<file path="src/rtl/pacman_pkg.sv">
`default_nettype none
// ============================================================================
//  Module      : pacman_pkg
//  Description : Shared scene/direction codes, maze geometry and wall map
//                for the Pac-Man position engine.
//  Revision    : 1.0 - initial release
// ============================================================================
package pacman_pkg;

  typedef enum logic [1:0] {
    SCENE_START = 2'b00,
    SCENE_PLAY  = 2'b01,
    SCENE_WIN   = 2'b10,
    SCENE_LOSE  = 2'b11
  } scene_t;

  typedef enum logic [1:0] {
    DIR_UP    = 2'd0,
    DIR_DOWN  = 2'd1,
    DIR_LEFT  = 2'd2,
    DIR_RIGHT = 2'd3
  } dir_t;

  localparam int GRID_W = 18;
  localparam int GRID_H = 5;

  // Bit x of each row word is column x; rows 1 and 3 carry the wall bars.
  localparam logic [17:0] ROW_OPEN = 18'b000000000000000000;
  localparam logic [17:0] ROW_BARS = 18'b011110111111011110;

  // Cell index x + y*18; row 0 occupies the least significant bits.
  localparam logic [89:0] WALL_MAP = {ROW_OPEN, ROW_BARS, ROW_OPEN, ROW_BARS, ROW_OPEN};

  localparam logic [4:0] HOME_X = 5'd8;
  localparam logic [4:0] HOME_Y = 5'd2;

  // Wall lookup for an in-range cell.
  function automatic logic is_wall(input logic [4:0] x, input logic [4:0] y);
    logic [6:0] idx;
    idx = {2'b00, x} + (7'(y) * 7'(GRID_W));
    return WALL_MAP[idx];
  endfunction

endpackage
`default_nettype wire

</file>
<file path="src/rtl/pac_next_cell.sv">
`default_nettype none
// ============================================================================
//  Module      : pac_next_cell
//  Description : Combinational neighbour lookup. Given a cell and a direction
//                returns the neighbour coordinates and whether it is open.
//                Define PAC_TUNNEL_WRAP_EN to make columns 0 and 17 wrap.
//  Revision    : 1.0 - initial release
// ============================================================================
module pac_next_cell
  import pacman_pkg::*;
(
  input  logic [4:0] i_x,
  input  logic [4:0] i_y,
  input  dir_t       i_dir,
  output logic [4:0] o_nx,
  output logic [4:0] o_ny,
  output logic       o_open
);

  logic signed [5:0] w_tx;
  logic signed [5:0] w_ty;
  logic              w_x_ok;
  logic              w_y_ok;

  // Signed neighbour arithmetic, range check, tunnel handling and wall lookup.
  always_comb begin
    w_tx   = $signed({1'b0, i_x});
    w_ty   = $signed({1'b0, i_y});
    w_x_ok = 1'b1;
    case (i_dir)
      DIR_UP:    w_ty = w_ty - 6'sd1;
      DIR_DOWN:  w_ty = w_ty + 6'sd1;
      DIR_LEFT:  w_tx = w_tx - 6'sd1;
      DIR_RIGHT: w_tx = w_tx + 6'sd1;
      default:   w_tx = w_tx;
    endcase
    w_y_ok = (w_ty >= 6'sd0) && (w_ty <= 6'sd4);
`ifdef PAC_TUNNEL_WRAP_EN
    if (w_tx < 6'sd0) begin
      w_tx = 6'sd17;
    end else if (w_tx > 6'sd17) begin
      w_tx = 6'sd0;
    end
`else
    if ((w_tx < 6'sd0) || (w_tx > 6'sd17)) begin
      w_x_ok = 1'b0;
    end
`endif
    // Off-grid targets report the current cell so coordinates stay in range.
    if (w_x_ok && w_y_ok) begin
      o_nx   = w_tx[4:0];
      o_ny   = w_ty[4:0];
      o_open = ~is_wall(w_tx[4:0], w_ty[4:0]);
    end else begin
      o_nx   = i_x;
      o_ny   = i_y;
      o_open = 1'b0;
    end
  end

endmodule
`default_nettype wire

</file>
<file path="src/rtl/pac_mover.sv">
`default_nettype none
// ============================================================================
//  Module      : pac_mover
//  Description : Pac-Man position engine for the 18x5 maze. Advances one cell
//                per step tick, applying a buffered turn when its target is
//                open. Frozen outside play, re-homed on the start scene.
//                Optional tunnel wrap: PAC_TUNNEL_WRAP_EN.
//  Revision    : 1.0 - initial release
// ============================================================================
module pac_mover
  import pacman_pkg::*;
#(
  parameter int STEP_BIT = 22
) (
  input  logic        clk,
  input  logic        rst,
  input  logic [1:0]  scene,
  input  logic [26:0] display_cnt,
  input  logic        btn_u,
  input  logic        btn_d,
  input  logic        btn_l,
  input  logic        btn_r,
  output logic [4:0]  pac_x,
  output logic [4:0]  pac_y,
  output logic [1:0]  pac_dir,
  output logic        moving
);

  logic [4:0] r_x;
  logic [4:0] r_y;
  dir_t       r_dir;
  dir_t       r_pend_dir;
  logic       r_pend_v;
  logic       r_moving;
  logic       r_tick_q;

  logic       w_tick;
  logic       w_btn_any;
  dir_t       w_btn_dir;
  logic [4:0] w_pend_nx;
  logic [4:0] w_pend_ny;
  logic       w_pend_open;
  logic [4:0] w_cur_nx;
  logic [4:0] w_cur_ny;
  logic       w_cur_open;

  assign w_tick = display_cnt[STEP_BIT] & ~r_tick_q;

  // Button priority encoder: up over down over left over right.
  always_comb begin
    w_btn_any = btn_u | btn_d | btn_l | btn_r;
    w_btn_dir = DIR_RIGHT;
    if (btn_u) begin
      w_btn_dir = DIR_UP;
    end else if (btn_d) begin
      w_btn_dir = DIR_DOWN;
    end else if (btn_l) begin
      w_btn_dir = DIR_LEFT;
    end
  end

  pac_next_cell u_pend_cell (
    .i_x    (r_x),
    .i_y    (r_y),
    .i_dir  (r_pend_dir),
    .o_nx   (w_pend_nx),
    .o_ny   (w_pend_ny),
    .o_open (w_pend_open)
  );

  pac_next_cell u_cur_cell (
    .i_x    (r_x),
    .i_y    (r_y),
    .i_dir  (r_dir),
    .o_nx   (w_cur_nx),
    .o_ny   (w_cur_ny),
    .o_open (w_cur_open)
  );

  // Step-bit edge detector history.
  always_ff @(posedge clk) begin
    if (rst) begin
      r_tick_q <= 1'b0;
    end else begin
      r_tick_q <= display_cnt[STEP_BIT];
    end
  end

  // Position/turn state: home on reset or start, advance only in play.
  always_ff @(posedge clk) begin
    if (rst || (scene == SCENE_START)) begin
      r_x        <= HOME_X;
      r_y        <= HOME_Y;
      r_dir      <= DIR_LEFT;
      r_pend_dir <= DIR_LEFT;
      r_pend_v   <= 1'b0;
      r_moving   <= 1'b0;
    end else if (scene == SCENE_PLAY) begin
      if (w_tick) begin
        if (r_pend_v && w_pend_open) begin
          r_x      <= w_pend_nx;
          r_y      <= w_pend_ny;
          r_dir    <= r_pend_dir;
          r_pend_v <= 1'b0;
          r_moving <= 1'b1;
        end else if (w_cur_open) begin
          r_x      <= w_cur_nx;
          r_y      <= w_cur_ny;
          r_moving <= 1'b1;
        end else begin
          r_moving <= 1'b0;
        end
      end
      // A press on the tick clock is queued after the tick consumed the old request.
      if (w_btn_any) begin
        r_pend_dir <= w_btn_dir;
        r_pend_v   <= 1'b1;
      end
    end
  end

  assign pac_x   = r_x;
  assign pac_y   = r_y;
  assign pac_dir = r_dir;
  assign moving  = r_moving;

endmodule
`default_nettype wire

</file>
<file path="config.mk">
export PLATFORM = sky130hd
export DESIGN_NAME = pac_mover
export DESIGN_NICKNAME = d
export VERILOG_FILES = /design/src/rtl/pacman_pkg.sv /design/src/rtl/pac_next_cell.sv /design/src/rtl/pac_mover.sv
export SDC_FILE = /design/constraint.sdc
export NUM_CORES = 1
export LEC_CHECK = 0
export ABC_CLOCK_PERIOD_IN_PS = 5800
export BUFFER_PORTS_ARGS = -buffer_cell sky130_fd_sc_hd__buf_2
export CELL_PAD_IN_SITES_DETAIL_PLACEMENT = 1
export CELL_PAD_IN_SITES_GLOBAL_PLACEMENT = 1
export CORE_ASPECT_RATIO = 2
export CORE_UTILIZATION = 41
export DETAILED_ROUTE_END_ITERATION = 8
export PLACE_DENSITY = 0.83
export SLEW_MARGIN = 20
export SYNTH_ARGS = -nofsm -noshare
export SYNTH_HDL_FRONTEND = slang
export SYNTH_SLANG_ARGS = --single-unit
</file>
<file path="constraint.sdc">
create_clock -name clk -period 5.8 [get_ports clk]
set_input_delay 1.16 -clock clk [delete_from_list [all_inputs] [get_ports clk]]
set_output_delay 1.16 -clock clk [all_outputs]
set_load 0.02 [all_outputs]
</file>
==> results.cfg <==
[logic_synthesis]
ys_async_sr_fraction = 0
synth_enable_flop_cells = 0
synth.ff_latch_count = 17
ys_seq_area_frac = 0.151
ys.flop_type = dfxtp_1
synthCells = 287
yosysWarnings = 0
yosys-top-cells-count = nand2_1, nor2_1, xor2_1
avgSynthCellArea_um2 = 7.86
yosys.area.top_type_share = 0.151
synth_area_um2 = 2260
synthesis.nets = 342
synthDistinctLibCells = 60
synth.most_common_cell = nand2_1
yosysTopAreaCell = dfxtp_1
post_synth_main_area_contributors = dfxtp_1, ha_1, xor2_1

[routing]
drt-initial-drc-count = 27
antenna_left = 0
wl_per_cell_um = 17.7
drtPass1Iterations = 4
drc = 0
vias = 2109
vias_per_cell = 5.96
wl_um = 6260

[sta]
fmax_mhz = 200
fin_crit_ns = 5.01
rsz0062_at_grt = false
fin_crit_sh = 0.864
maxSlewViolCount = 0
relSlewSlack = 0.442
worst_slew_pin_slew_ns = 0.837
skew_ns = 0.00268
fin_setup_tns_ns = 0
final_hold_viol_count = 0
finalSetupViolCount = 0

[setup_path]
r2r_slack_ns = 0.79
worstPathRequired_ns = 5.98
worstSetupStartpointType = register
worstReg2RegEnd = pac_x[0]$_SDFFE_PP0P_
reg2reg_depth = 16
cp_data_arrival_time_ns = 5.19
endpoint_kind = register
cp-startpoint = pac_x[0]$_SDFFE_PP0P_
criticalPathCategory = register to register
worstReg2RegStart = pac_x[0]$_SDFFE_PP0P_
cp_max_fo = 15

[global_route]
grt_use_total = 0.235
antenna_found_initial = 0
grt_pass1_vias = 2196
grt_overflow = 0
grt_max_degree = 18
grt_pass1_wl_um = 10300

[clock_network]
clock_sinks = 17
cts.htree.levels = 1
clkSlewWorstSetupHoldPaths_ns = 0.06
clk_latency_ns = 0.25
hold_buffers = 0
clockBufferDepth = 2
numCtsBuffers = 3
cts_resized = 0
post-cts-setup-buffers = 0
root_buffer = clkbuf_8
cts_tree = done

[finish]
drive_above_1_share = 0.155
fin_nets = 352
area_growth_syn_to_layout_pct = 6.32
fin_util = 0.459
diodes = 0

[placed_design]
globalplace.congestion = 0.812
hpwlAfterDp_um = 5090
numPortBuffers = 21

[run]
maxCapViolCount = 0

[hold_path]
min_to = moving$_SDFFE_PP0P_
hold_path.class = register to register
hold_depth = 2
min_from = moving$_SDFFE_PP0P_

[floorplan]
dieArea_um2 = 5820
core_area_um2 = 5230
rows = 37
start_util = 0.431
fp.dieH_um = 107
dieWidth_um = 54.5
io_pins = 48

[pwr]
p_leak_nw = 1.13
ir_drop_v = 0.000140
power.density_nw_per_um2 = 167

[status]
status = complete, no violations
## critical path: stages, from the launching register on
cell      delay, ns
dfxtp_1        0.64
inv_1          0.12
ha_1           0.36
xnor2_1        0.14
mux2i_1        0.27
inv_1          0.08
ha_1           0.22
fa_1           0.44
a21o_1         0.19
a21oi_1        0.27
mux2i_1        0.31
a32o_1         0.21
nand2_1        0.11
a311oi_4       0.56
a32oi_2        0.36
or3_1          0.47
a21oi_1        0.16
## logic make-up after synthesis
group                      after synthesis  synth area share
AOI/OAI and AO/OA                       63             0.193
xor gates and xnor gates                38             0.167
adders and majority gates               20             0.118
buffers and inverters                   35            0.0737
DFF                                     17             0.151
muxes                                   18            0.0887
and+or+nand+nor                         96             0.210
## state kept, by name, indices dropped and copies added (netlist names)
name and flops:
pac_x 5, pac_y 5, pac_dir 2, r_pend_dir 2
moving 1, r_pend_v 1, r_tick_q 1
## layer usage
layer	up-vias	GRT usage	wire length [µm]
met5	-	0	0
met4	0	0.0989	212
met3	12	0.0113	80
met2	29	0.441	3570
met1	1040	0.248	2400
li1	1028	-	-
## power breakdown
group,internal [W],total (W),switching (W)
clock,0.0000486,0.0000870,0.0000384
combinational,0.0000751,0.000184,0.000109
sequential,0.000120,0.000130,0.0000101
## through the flow
step           instances  hold slack, ns  power (W)  cell area [µm²]  setup slack [ns]
2_1_floorplan        287           0.508   0.000276             2260              1.47
3_3_place_gp         350           0.441   0.000309             2350             0.923
3_5_place_dp         350           0.455   0.000317             2350             0.819
4_1_cts              354           0.464   0.000404             2400             0.770
5_1_grt              354           0.514   0.000428             2400             0.436
6_report             354           0.457   0.000402             2400             0.789
## how the worst max path moves through the flow
stage | to | slack (ns)
2_1_floorplan | pac_x[4]$_SDFFE_PP0P_ | 1.47
3_3_place_gp | pac_y[2]$_SDFFE_PP0P_ | 0.92
3_5_place_dp | pac_x[0]$_SDFFE_PP0P_ | 0.82
4_1_cts | pac_x[0]$_SDFFE_PP0P_ | 0.77
5_1_grt | pac_x[0]$_SDFFE_PP0P_ | 0.44
6_report | pac_x[0]$_SDFFE_PP0P_ | 0.79
## layout by cell type (no fill, tap or decap), types with 3 or more instances in the layout
cell type  synthesis  final
mux2i_1           14     14
xor2_1            20     20
clkbuf_8           0      3
buf_2             13     21
nand2b_1           3      3
nor2_1            26     26
o21ai_0           17     17
nand2_1           31     31
buf_4              3      4
inv_1             15     15
or3_1              3      3
nand3_1            3      3
and3_1             3      3
o22ai_1            4      4
nand4_1            4      4
or2_2              3      3
xnor2_1           14     14
dfxtp_1           17     17
a21o_1             3      3
ha_1              18     18
nor4_1             6      6
a21oi_1           16     16
## cell type report
type                            count  area [µm²]
Fill cell                         675        2830
Sequential cell                    17         340
Tap cell                           58        72.6
Multi-Input combinational cell    235        1750
Timing Repair Buffer               25         135
Inverter                           15        56.3
Clock buffer                        4        45.0
Note: power is estimated with default switching activity, not from simulation.
